===== src/rtl/lsu_ctrl.sv =====
// Load/store requester for the stage-M data memory: range/size-checks one request
// at a time, issues the access and returns one response per request.
module lsu_ctrl #(
    parameter int unsigned SIZE_LOG2 = 13,
    parameter int unsigned TAG_W     = 5
) (
    input  logic                 clk,
    input  logic                 rst,
    input  logic                 req_valid,
    output logic                 req_ready,
    input  logic                 req_we,
    input  logic [1:0]           req_size,
    input  logic                 req_signed,
    input  logic [31:0]          req_addr,
    input  logic [31:0]          req_wdata,
    input  logic [TAG_W-1:0]     req_tag,
    output logic                 rsp_valid,
    input  logic                 rsp_ready,
    output logic [31:0]          rsp_data,
    output logic [TAG_W-1:0]     rsp_tag,
    output logic                 rsp_err,
    output logic                 mem_we,
    output logic [1:0]           mem_size,
    output logic                 mem_signed,
    output logic [SIZE_LOG2-1:0] mem_a,
    output logic [31:0]          mem_wd,
    input  logic [31:0]          mem_rd
);

    typedef enum logic [1:0] {
        IDLE = 2'd0,
        LOAD = 2'd1,
        RSP  = 2'd2
    } state_t;

    state_t               state;
    logic                 signedQ;
    logic [1:0]           sizeQ;
    logic [SIZE_LOG2-1:0] addrQ;
    logic [31:0]          rspDataQ;
    logic [TAG_W-1:0]     rspTagQ;
    logic                 rspErrQ;

    logic                 sizeBad;
    logic                 highBad;
    logic                 wrapBad;
    logic                 err;
    logic                 accept;
    logic [1:0]           lastOff;
    logic [SIZE_LOG2:0]   endAddr;

    // Offset of the last byte touched; the carry out of endAddr flags an access
    // that would run past the top of memory and wrap to address 0.
    always_comb begin
        lastOff = 2'd0;
        case (req_size)
            2'b01:   lastOff = 2'd1;
            2'b10:   lastOff = 2'd3;
            default: lastOff = 2'd0;
        endcase
    end

    assign endAddr = {1'b0, req_addr[SIZE_LOG2-1:0]} + {{(SIZE_LOG2-1){1'b0}}, lastOff};
    assign sizeBad = (req_size == 2'b11);
    assign highBad = |req_addr[31:SIZE_LOG2];
    assign wrapBad = endAddr[SIZE_LOG2];
    assign err     = sizeBad | highBad | wrapBad;

    assign req_ready = (state == IDLE);
    assign accept    = req_valid & req_ready;
    assign rsp_valid = (state == RSP);
    assign rsp_data  = rspDataQ;
    assign rsp_tag   = rspTagQ;
    assign rsp_err   = rspErrQ;

    assign mem_we = accept & req_we & ~err;
    assign mem_wd = req_wdata;

    // Outside IDLE the memory sees the held load parameters, since it applies
    // sign extension combinationally in the data cycle.
    always_comb begin
        mem_a      = addrQ;
        mem_size   = sizeQ;
        mem_signed = signedQ;
        if (state == IDLE) begin
            mem_a      = req_addr[SIZE_LOG2-1:0];
            mem_size   = req_size;
            mem_signed = req_signed;
        end
    end

    always_ff @(posedge clk or negedge rst) begin
        if (!rst) begin
            state    <= IDLE;
            signedQ  <= 1'b0;
            sizeQ    <= '0;
            addrQ    <= '0;
            rspDataQ <= '0;
            rspTagQ  <= '0;
            rspErrQ  <= 1'b0;
        end else begin
            case (state)
                IDLE: begin
                    if (accept) begin
                        rspTagQ <= req_tag;
                        if (err) begin
                            rspErrQ  <= 1'b1;
                            rspDataQ <= '0;
                            state    <= RSP;
                        end else if (req_we) begin
                            rspErrQ  <= 1'b0;
                            rspDataQ <= '0;
                            state    <= RSP;
                        end else begin
                            rspErrQ <= 1'b0;
                            signedQ <= req_signed;
                            sizeQ   <= req_size;
                            addrQ   <= req_addr[SIZE_LOG2-1:0];
                            state   <= LOAD;
                        end
                    end
                end
                LOAD: begin
                    rspDataQ <= mem_rd;
                    state    <= RSP;
                end
                RSP: begin
                    if (rsp_ready) begin
                        state <= IDLE;
                    end
                end
                default: state <= IDLE;
            endcase
        end
    end

endmodule


===== config.mk =====
export PLATFORM = sky130hd
export DESIGN_NAME = lsu_ctrl
export DESIGN_NICKNAME = d
export VERILOG_FILES = /design/src/rtl/lsu_ctrl.sv
export SDC_FILE = /design/constraint.sdc
export NUM_CORES = 1
export LEC_CHECK = 0
export CAP_MARGIN = 20
export CORE_AREA = 2 2 131 95
export DETAILED_ROUTE_END_ITERATION = 10
export DIE_AREA = 0 0 133 97
export GPL_TIMING_DRIVEN = 0
export PLACE_DENSITY = 0.59
export SLEW_MARGIN = 15
export SYNTH_ARGS = -nofsm -noshare
export SYNTH_HDL_FRONTEND = slang
export SYNTH_SLANG_ARGS = --single-unit
export TNS_END_PERCENT = 5

===== constraint.sdc =====
create_clock -name clk -period 2.08 [get_ports clk]
set_input_delay 0.208 -clock clk [delete_from_list [all_inputs] [get_ports clk]]
set_output_delay 0.208 -clock clk [all_outputs]
set_load 0.02 [all_outputs]

==> Yosys cells after proc, flatten, opt, wreduce, memory -nomap -nowiden <==
Cells that the tools add are included.
{ "word_totals": {"reg_bits": 56, "inputBits": 109, "elab_cells": 44} }
{ "op_classes": {"addsub": 1, "eq_ne": 8, "n_mux": 14, "bitwise_logic": 7, "reduce_logical": 7} }
{ "ops": {"columns": ["op", "count"], "rows": [
  ["32-bit two-way mux", 3],
  ["32-bit case mux with 2 select lines", 1],
  ["19-bit OR reduction", 1],
  ["13-bit by 2-bit adder with 14-bit output", 1],
  ["13-bit two-way mux", 1],
  ["2-bit two-way mux", 5],
  ["2-bit == test (second input constant)", 3],
  ["2-bit case mux with 3 select lines", 1],
  ["2-bit by 1-bit == test with 1-bit output (second input constant)", 2],
  ["2-bit by 1-bit inequality test with 1-bit output (second input constant)", 2],
  ["2-bit case mux with 2 select lines", 1],
  ["2-bit AND reduction", 2],
  ["4-bit AND reduction", 1],
  ["1-bit bitwise AND", 3],
  ["3-bit by 1-bit inequality test with 1-bit output (second input constant)", 1],
  ["3-bit AND reduction", 1],
  ["2-bit logical NOT", 1],
  ["1-bit two-way mux", 2],
  ["1-bit inverter", 2],
  ["1-bit bitwise OR", 2],
  ["2-bit nonzero test", 1]
]} }

==> Longest topological paths before layout <==
Gate-level depths: netlist of run 1.
{ "depth": {"ltp_word": 7, "depth_mapped": 8, "mapped_depth_nobuf": 7} }

==> Worst setup path after synthesis of run 1 <==
Ideal clock, no wire load.
{ "synth_timing": {"kind": "input port to flip-flop", "from": "input req_size[0]", "to": "register addrQ[10]", "arrival_ns": 1.890, "required_ns": 1.955, "setup_slack_ns": 0.065, "cell_stages": 8, "cell_sequence": "inv_1 > ha_1 > ha_1 > nand3b_1 > a2111oi_4 > nor4_4 > buf_8 > mux2_4"} }
{ "synth_via": {"elab_chain_len": 6, "elab_cells_between_ends": 9} }
{ "synth_rtl": {"columns": ["item", "line", "text"], "rows": [
  ["start, declared", "12", "input logic [1:0] req_size,"],
  ["2-bit == test / 2-bit by 1-bit == test with 1-bit output (equally long branches)", "56", "case (req_size)"],
  ["2-bit case mux with 2 select lines", "56", null],
  ["13-bit by 2-bit adder with 14-bit output", "63", "assign endAddr = {1'b0, req_addr[SIZE_LOG2-1:0]} + {{(SIZE_LOG2-1){1'b0}}, lastOff};"],
  ["1-bit bitwise OR (*)", "67", "assign err = sizeBad | highBad | wrapBad;"],
  ["1-bit inverter (no line) (*)", null, null],
  ["4-bit AND reduction (no line) (*)", null, null],
  ["end signal, assigned", "118", "addrQ <= req_addr[SIZE_LOG2-1:0];"],
  ["end, declared", "39", "logic [SIZE_LOG2-1:0] addrQ;"]
]} }
Mark *: on every way between the ends. The rest lies on a longest branch, timed or not.
A chain may end at the register's enable or synchronous reset.

==> Worst setup path after layout of run 1 <==
{ "layout_timing": {"from": "input req_addr[8]", "to": "output mem_we"} }
{ "layout_via": {"elab_chain_len": 4} }
{ "layout_rtl": {"columns": ["item", "line", "text"], "rows": [
  ["start, declared", "14", "input logic [31:0] req_addr,"],
  ["13-bit by 2-bit adder with 14-bit output", "63", null],
  ["1-bit bitwise OR", "67", null],
  ["1-bit inverter (no line)", null, null],
  ["1-bit bitwise AND", "76", "assign mem_we = accept & req_we & ~err;"],
  ["end, declared", "22", "output logic mem_we,"]
]} }
Every way passes these cells.

==> results of run 1 <==
[Yosys cell counts (2+ instances only)]
| master | number |
|---|---|
| nand4_1 | 2 |
| a21oi_1 | 32 |
| nor2_1 | 2 |
| mux2_4 | 10 |
| dfrtp_1 | 56 |
| inv_1 | 3 |
| mux2_2 | 27 |
| buf_2 | 3 |
| nand3_1 | 2 |
| nor4_2 | 3 |
| nand2_1 | 68 |
| ha_1 | 3 |
| nand3b_1 | 2 |
| nor4_1 | 2 |
| buf_4 | 32 |
| clkbuf_1 | 9 |
[placed cells by master (no fill, tap or decap), drive strengths merged, types with 6 or more instances in the layout]
master         netlist  routed
clkdlybuf4s50        0     144
nand2               68      68
dfrtp               56      56
buf                 36      44
mux2                37      37
a21oi               32      32
clkbuf               9      17
dlygate4sd2          0      16
nor4                 6       6
[state kept, by name, indices dropped and copies added, names as in the netlist]
register	count
state	2
addrQ	13
rsp_tag	5
signedQ	1
sizeQ	2
rsp_data	32
rsp_err	1
[stage by stage]
| stage | instance area (µm²) | setup WS, ps | total power, W | setup TNS, ps |
|---|---|---|---|---|
| 3_3_place_gp | 4700 | -1120 | 0.00186 | -95900 |
| 4_1_cts | 4880 | -21.4 | 0.00273 | -21.4 |
| 5_1_grt | 4880 | 13.5 | 0.00281 | 0 |
| 3_5_place_dp | 4700 | -942 | 0.00186 | -36340 |
| 2_1_floorplan | 2850 | 65.0 | 0.00146 | 0 |
| 6_report | 4880 | 88.7 | 0.00267 | 0 |
[cells by family after synthesis]
logic type / after synthesis
AND/OR/NAND/NOR: 90
flip-flops: 56
buffers and inverters: 48
multiplexers: 37
AO/OA/AOI/OAI: 36
adder cells (fa/ha/maj): 3
[power by group through the flow]
stage          clock (W)  combinational [W]  sequential, W
2_1_floorplan          0           0.000277        0.00119
3_3_place_gp           0           0.000704        0.00115
3_5_place_dp           0           0.000707        0.00115
4_1_cts         0.000903           0.000696        0.00113
5_1_grt         0.000940           0.000734        0.00113
6_report        0.000853           0.000686        0.00113
[area by class of cell]
type | instances | area share
Sequential cell | 56 | 0.287
Multi-Input combinational cell | 166 | 0.237
Clock buffer | 8 | 0.0300
Timing Repair Buffer | 169 | 0.339
Inverter | 3 | 0.00231
Buffer | 45 | 0.0649
Tap cell | 157 | 0.0403
[worst max-delay path, stage by stage]
cell and delay [ps]:
clkdlybuf4s50_1 530, nand4_1 220, a2111oi_4 410, nor3_2 90, and3_1 170, buf_4 150
[worst max path at each step]
stage / from / end / slack, ps
floorplan: req_size[0] / addrQ[10] / 70
global placement: rst / rsp_tag[0] / -1120
detailed placement: req_size[0] / mem_we / -940
CTS: req_addr[1] / mem_we / -20
global route: req_size[0] / mem_we / 10
finish: req_addr[8] / mem_we / 90
[per-layer routing]
layer / share of wire / vias to the layer above / global-route usage
li1: - / 1231 / -
met1: 0.44 / 1216 / 0.169
met2: 0.46 / 112 / 0.218
met3: 0.090 / 2 / 0.0388
met4: 0.0047 / 0 / 0.0256
met5: 0 / - / 0
[repair_timing]
action / in CTS / in global routing
gates resized for setup: 33 / 8
buffers inserted: 4 / 0
endpoints found under the setup margin: 67 / 49
pin swaps: 3 / 3
cloned: 0 / 0
==> run metrics, run 1 <==
status=complete, but fails checks; failing checks=hold timing; Psw=a little under 0.0007 W; P per Cell Area=548 nW/µm²; hold_ws=-14.9 ps; Worst Hold Class=input pin to async pin; post-synth top area share=0.491; GRT Util Overall=0.131; register bit total from synthesis=56; largest net degree at the start of global routing=57; type of element launching the critical path=input pin; post-synthesis cell area=between 2000 and 3000 µm²; DRT Pass-1 Iters=4; Peak Freq=502 MHz; Crit Path Max Fanout=3; area delta synth->final=71.1%; reg2reg end=addrQ[8]; initial antenna violation count=0; Final Hold Fails=40; Sink Count=56; Post-Syn Instances=270; reg2reg start=state[0]; fillers=1,106; Post-Synth Simple-Gate Area=0.151; placed insts=592; clk_skew=6.08 ps; clk root buf=clkbuf_16; top post-synthesis cells by area=dfrtp_1, mux2_2, nand2_1; Initial Utilization=0.248; power share of the sequential group=0.424; post-synth cell types=30; antenna fix cells=0; VDD IR max=0.308 mV; Post-synth EDFFs=0; Final ANT Viol Nets=0; num rows=33; largest family of logic cells by synthesized area=multiplexers; Syn Nets=382; Slew @ Worst Pin=737 ps; Nets=558; slew margin rel.=0.508; vias in the first global route=between 2,000 and 3,000; YS warnings=0; RSZ-0062 raised after global routing=false; R2R Setup Slk=160 ps; Pint=0.00198 W; DP Wirelength=between 6000 and 7000 µm; layout cells sized above 1=0.228; Slew Viols, Final=0; Iteration-0 DRC Markers=a little over 90; worst-skew pair later-pin latency=290 ps; Worst Setup End Kind=primary output; Async S/R FF share, synth=1.00; routability congestion estimate=0.733; via count=approximately 2,600; IO Pins=between 150 and 200; CTS buffer count=5; Die Height=97 µm; clock tree from TritonCTS=built; storage element area=1400 µm²; Post-CTS Hold Fix Bufs=0; first-pass GRT wire length=~14,000 µm; final core utilization=0.423; Overflow after GRT=0; sequential share of the synthesized area=0.491; Setup CP Type=input pin to primary output; Combinational Power Share=0.257; Die Area=12,900 µm²; vias per cell=4.24; core area=about 12,000 µm²; DR DRC count=0; Adder-Cell Fraction of Synth Area=0.0132; fin cells=between 600 and 700; CP Data Required Time=1870 ps; clock edge transition at the registers on the reported setup and hold paths=roughly 70 ps; Die W=133 µm; Clk network pwr share=0.319; total wire length=8490 µm; fin crit period=between 1500 and 2000 ps; FF-to-FF path depth=6; Clock Path Buffers=2; period utilisation layout=0.957; Synth Area per Inst=10.6 µm²; xor and xnor area share after synthesis=0; switching share of power=0.258; multi-input logic area=1150 µm²; Port-buffer cells=165; crit path DAT=1780 ps; drt wl/cell=between 10 and 15 µm; max-cap violations=0; final setup fails=0; top cell type by total area after synthesis=dfrtp_1; P_leak=2.09 nW; post-synthesis compound-gate area fraction=0.0742; Top FF cell, synth=dfrtp_1; mux share of post-synthesis cell area=0.159; CTS HTree Levels=2
Note: power is estimated with default switching activity, not from simulation.
==> inputs of run 2 (changes only) <==
--- a/config.mk
+++ b/config.mk
@@ -6,9 +6,9 @@
 export NUM_CORES = 1
 export LEC_CHECK = 0
 export CAP_MARGIN = 20
-export CORE_AREA = 2 2 131 95
+export CORE_AREA = 3 3 132 96
 export DETAILED_ROUTE_END_ITERATION = 10
-export DIE_AREA = 0 0 133 97
+export DIE_AREA = 0 0 135 99
 export GPL_TIMING_DRIVEN = 0
 export PLACE_DENSITY = 0.59
 export SLEW_MARGIN = 15
==> run 2 against run 1 <==
- the run still ends with hold timing left
- final cell count is the same
- die area increased by 3.6%
- global-route usage grew 0.13 points
- register-to-register slack barely moved
- sequential cell count is the same
- final area is 0.28% higher
- count of clock-buffer cells in the layout is the same
- combinational power increased by 0.6%
- clock power grew 2%
- critical path depth is 2 higher
- sequential share of layout area is 0.081 points lower
- largest power group unchanged
- highest routed layer unchanged
==> run metrics, run 2 (synthesis gave the netlist of run 1 again) <==
status=complete, but fails checks; failing checks=hold timing; Die W=135 µm (+1.5%); Crit Path Max Fanout=10 (+7); P per Cell Area=550 nW/µm² (+0.43%); Sum Neg Setup Slack=0 ps (unchanged); fin crit period=2060 ps (+71.1 ps); period utilisation layout=0.992 (+0.0342); Slew Viols, Final=0 (unchanged); placed insts=592 (unchanged); Sink Count=56 (unchanged); commonest non-fill, non-tap cell in the layout=clkdlybuf4s50_1; hold_ws=-21.6 ps (-6.77 ps); first-pass GRT wire length=14,100 µm (+3.1%); max FFs per register=32 (unchanged); drt wl/cell=15.0 µm (+6.4%); crit path DAT=2240 ps (+460 ps); clk_skew=4.57 ps (-1.51 ps); post-place instance area=4700 µm² (unchanged); layout cells sized above 1=0.235 (+0.00671); CP Data Required Time=2260 ps (+390 ps); routability congestion estimate=0.705 (-3.8%); DRT Pass-1 Iters=4 (unchanged); total wire length=9030 µm (+6.4%); Slew @ Worst Pin=754 ps (+16.5 ps); VDD IR max=0.325 mV (+5.5%); largest net degree at the start of global routing=57 (unchanged); Design Area, Final=4890 µm² (+0.28%); initial antenna violation count=0 (unchanged); P_leak=2.09 nW (+0.13%); antenna fix cells=0 (unchanged); Port-buffer cells=165 (unchanged); worst-skew pair later-pin latency=290 ps (about the same); Nets=558 (unchanged); clock edge transition at the registers on the reported setup and hold paths=70 ps (about the same); commonest cells after routing, fill and taps aside=clkdlybuf4s50_1, nand2_1, dfrtp_1; Worst Setup End Kind=flip-flop; core area=11,500 µm² (unchanged); Iteration-0 DRC Markers=68 (-26%); CTS HTree Levels=2 (unchanged); Clock Path Buffers=2 (unchanged); final setup fails=0 (unchanged); Post-CTS Hold Fix Bufs=0 (unchanged); DR DRC count=0 (unchanged); CTS buffer count=5 (unchanged); Die Height=99 µm (+2.1%); via count=2,589 (+1.1%); vias per cell=4.29 (+1.1%); Initial Utilization=0.248 (unchanged); RSZ-0062 raised after global routing=true; Setup CP Type=input pin to flip-flop; Die Area=13,400 µm² (+3.6%); fin cells=604 (unchanged); vias in the first global route=2,694 (+2.2%); Worst Hold Class=input pin to async pin; IO Pins=198 (unchanged); slew margin rel.=0.497 (-0.0110); Final ANT Viol Nets=0 (unchanged); DP Wirelength=6840 µm (+6.2%); clock tree from TritonCTS=built; clk root buf=clkbuf_16; GRT Util Overall=0.132 (+0.00131); type of element launching the critical path=input pin; area delta synth->final=71.6%; Overflow after GRT=0 (unchanged); Final Hold Fails=25 (-38%); num rows=33 (unchanged); max-cap violations=0 (unchanged); Peak Freq=485 MHz (-3.4%)
[run 2: worst max-delay path: stages]
cell and delay (ps):
clkdlybuf4s50_1 530, nand4_1 240, a2111oi_4 410, buf_4 210, nor4_4 40, buf_4 160, buf_12 150, mux2_4 290
[run 2: where the power goes]
part	internal, W	total, W	switching (W)
clock	0.000482	0.000866	0.000383
combinational	0.000382	0.000690	0.000308
sequential	0.00112	0.00114	0.0000186
total	0.00198	0.00269	0.000710
[run 2: final timing paths]
check	from	depth (start not counted)	end	slack [ps]
max	req_addr[3]	8	addrQ[2]	20
min	rst	1	addrQ[5]	-20
max reg2reg	state[0]	7	sizeQ[1]	160
min reg2reg	rsp_err	2	rsp_err	500
max in group asynchronous	rst	1	rsp_tag[3]	1590
min in group clk	req_size[0]	2	sizeQ[0]	190
[run 2: final cells by class]
cell class / count / area (µm²)
plain buffers: 44 / 313
clock buffers: 8 / 146
fillers: 1115 / 6630
inverters: 3 / 11.3
multi-input cells: 166 / 1170
flip-flops and latches: 56 / 1400
well taps: 157 / 196
repair buffers: 170 / 1660
[run 2: metrics by stage]
step	total power, W	util	setup WS (ps)
2_1_floorplan	0.00146	-	65.0
3_3_place_gp	0.00186	0.408	-1150
3_5_place_dp	0.00187	0.408	-959
4_1_cts	0.00274	0.423	-20.6
5_1_grt	0.00284	0.425	-11.3
6_report	0.00269	0.425	17.6
[run 2: metal layers]
metal | global-route usage | share of wire | vias to the layer above
met5 | 0 | 0 | -
met2 | 0.211 | 0.47 | 108
met4 | 0.0372 | 0.013 | 0
li1 | - | - | 1226
met1 | 0.175 | 0.44 | 1245
met3 | 0.0403 | 0.085 | 10
[run 2: timing repair]
| action | in CTS | in global routing |
|---|---|---|
| cloned | 0 | 0 |
| gates resized for setup | 30 | 12 |
| setup buffers | 5 | 2 |
| pin swaps | 3 | 3 |
| setup endpoints to repair | 67 | 56 |
==> inputs of run 3 (changes only) <==
==> constraint.sdc (replaced) <==
create_clock -name clk -period 2.6 [get_ports clk]
set_input_delay 0.26 -clock clk [delete_from_list [all_inputs] [get_ports clk]]
set_output_delay 0.26 -clock clk [all_outputs]
set_load 0.02 [all_outputs]
==> run 3 against run 2 <==
- the flow now finishes without violations
- final area down 0.61%
- clock power down 20%
- worst setup slack better by 120 ps
- sequential cell count unchanged
- critical path depth down 4
- wire length down 1.4%
- count of clock-buffer cells in the layout unchanged
- critical path type is now flip-flop to primary output
- largest cell class unchanged
==> run metrics, run 3 (synthesis gave the netlist of run 1 again) <==
status=finished clean; placed insts=592 (unchanged); Nets=555 (-0.54%); area delta synth->final=70.5%; reg2reg end=addrQ[2]; clk_skew=4.41 ps (-0.161 ps); drt wl/cell=14.8 µm (-0.91%); Critical Path Stages=4 (-4); vias in the first global route=2,681 (-0.48%); R2R Setup Slk=430 ps (+270 ps); routability congestion estimate=0.705 (unchanged); storage element area=1400 µm² (unchanged); vias per cell=4.28 (about the same); clock edge transition at the registers on the reported setup and hold paths=70 ps (about the same); VDD IR max=0.260 mV (-20%); fin crit period=roughly 2500 ps; core area=11,500 µm² (unchanged); Worst Setup End Kind=primary output; hold_ws=32.1 ps (+53.8 ps); Initial Utilization=0.248 (unchanged); Clock Path Buffers=2 (unchanged); ordered list of cells on the worst path=nor2_4 -> buf_4 -> mux2_2 -> clkdlybuf4s50_1; clk root buf=clkbuf_16; CTS HTree Levels=2 (unchanged); type of element launching the critical path=flip-flop; Slew @ Worst Pin=758 ps (+4.36 ps); layout cells sized above 1=0.209 (-0.0254); CTS buffer count=5 (unchanged); Final Hold Fails=0 (-100%); IO Pins=198 (unchanged); fin cells=601 (-0.50%); Crit Path Max Fanout=10 (unchanged); Design Area, Final=4860 µm² (-0.61%); GRT Util Overall=0.131 (-0.00108); Critical Path Slowest Stage Cell=clkdlybuf4s50_1; commonest cells after routing, fill and taps aside=clkdlybuf4s50_1, nand2_1, dfrtp_1; P_leak=2.02 nW (-3.4%); commonest non-fill, non-tap cell in the layout=clkdlybuf4s50_1; crit path DAT=2200 ps (-40 ps); Die Area=13,400 µm² (unchanged); max FFs per register=32 (unchanged); Peak Freq=407 MHz; Post-CTS Hold Fix Bufs=0 (unchanged); RSZ-0062 raised after global routing=false; DRT Pass-1 Iters=4 (unchanged); period utilisation layout=0.946; antenna fix cells=0 (unchanged); Sum Neg Setup Slack=0 ps (unchanged); max-cap violations=0 (unchanged); CP peak stage delay=550 ps (+20 ps); fillers=1,109 (-0.54%); total wire length=8910 µm (-1.4%); DR DRC count=0 (unchanged); final core utilization=0.422 (-0.00261); FF-to-FF path depth=5 (-2); Crit path max-delay family=buffers and inverters; initial antenna violation count=0 (unchanged); Sink Count=56 (unchanged); CP Data Required Time=2340 ps (+80 ps); reg2reg start=state[0]; Buf/Inv on CP=2 (-2); Port-buffer cells=165 (unchanged); final setup fails=0 (unchanged); Setup CP Type=flip-flop to primary output; num rows=33 (unchanged); largest net degree at the start of global routing=57 (unchanged); slew margin rel.=0.494 (-0.00291); Die Height=99 µm (unchanged); Iteration-0 DRC Markers=68 (unchanged); first-pass GRT wire length=14,000 µm (-0.78%); Overflow after GRT=0 (unchanged); Worst Hold Class=input pin to async pin; post-place instance area=4700 µm² (unchanged); Die W=135 µm (unchanged); multi-input logic area=1140 µm² (-2.5%); via count=2,574 (-0.58%); P per Cell Area=445 nW/µm² (-19%); Slew Viols, Final=0 (unchanged); Final ANT Viol Nets=0 (unchanged); worst-skew pair later-pin latency=290 ps (about the same); clock tree from TritonCTS=built; DP Wirelength=6840 µm (unchanged)
run 3: cell count changes in the layout (fill, tap and decap cells not counted), sizes merged:
cell,change
clkdlybuf4s50,+18
dlygate4sd2,-16
clkdlybuf4s15,+1
buf,-6
run 3: through the flow:
stage                     power (W)  setup slack [ps]
after floorplan             0.00117               533
after global placement      0.00149              -687
after detailed placement    0.00150              -543
after CTS                   0.00221              58.6
after global routing        0.00228              14.3
final                       0.00217               141
run 3: final cells by class:
type / instances / area share
repair buffers: 166 / 0.341
clock buffers: 8 / 0.0301
multi-input cells: 166 / 0.234
well taps: 157 / 0.0404
inverters: 3 / 0.00232
plain buffers: 45 / 0.0633
flip-flops and latches: 56 / 0.288
run 3: where the power goes:
part / leakage [nW] / switching [W] / internal, W / total, W
Combinational: 1.18 / 0.000245 / 0.000320 / 0.000565
Sequential: 0.767 / 0.0000149 / 0.000894 / 0.000908
Clock: 0.0712 / 0.000306 / 0.000386 / 0.000692
run 3: worst max path at each step:
| stage | from | end | slack (ps) |
|---|---|---|---|
| final | state[0] | mem_a[6] | 140 |
| after global routing | state[0] | mem_a[6] | 10 |
| after CTS | state[0] | mem_a[6] | 60 |
| after detailed placement | req_size[0] | mem_we | -540 |
| after global placement | rst | rsp_data[3] | -690 |
| after floorplan | req_size[0] | addrQ[10] | 530 |
run 3: routing by layer:
layer / vias up / share of wire / global-route usage
met5: - / 0 / 0
met4: 0 / 0.013 / 0.0372
met3: 10 / 0.093 / 0.0408
met2: 114 / 0.46 / 0.209
met1: 1228 / 0.43 / 0.173
li1: 1222 / - / -
run 3: timing repair:
item | in CTS | in global routing
setup buffers | 1 | 0
resized for setup | 6 | 3
endpoints found under the setup margin | 10 | 10
pin swaps | 2 | 1
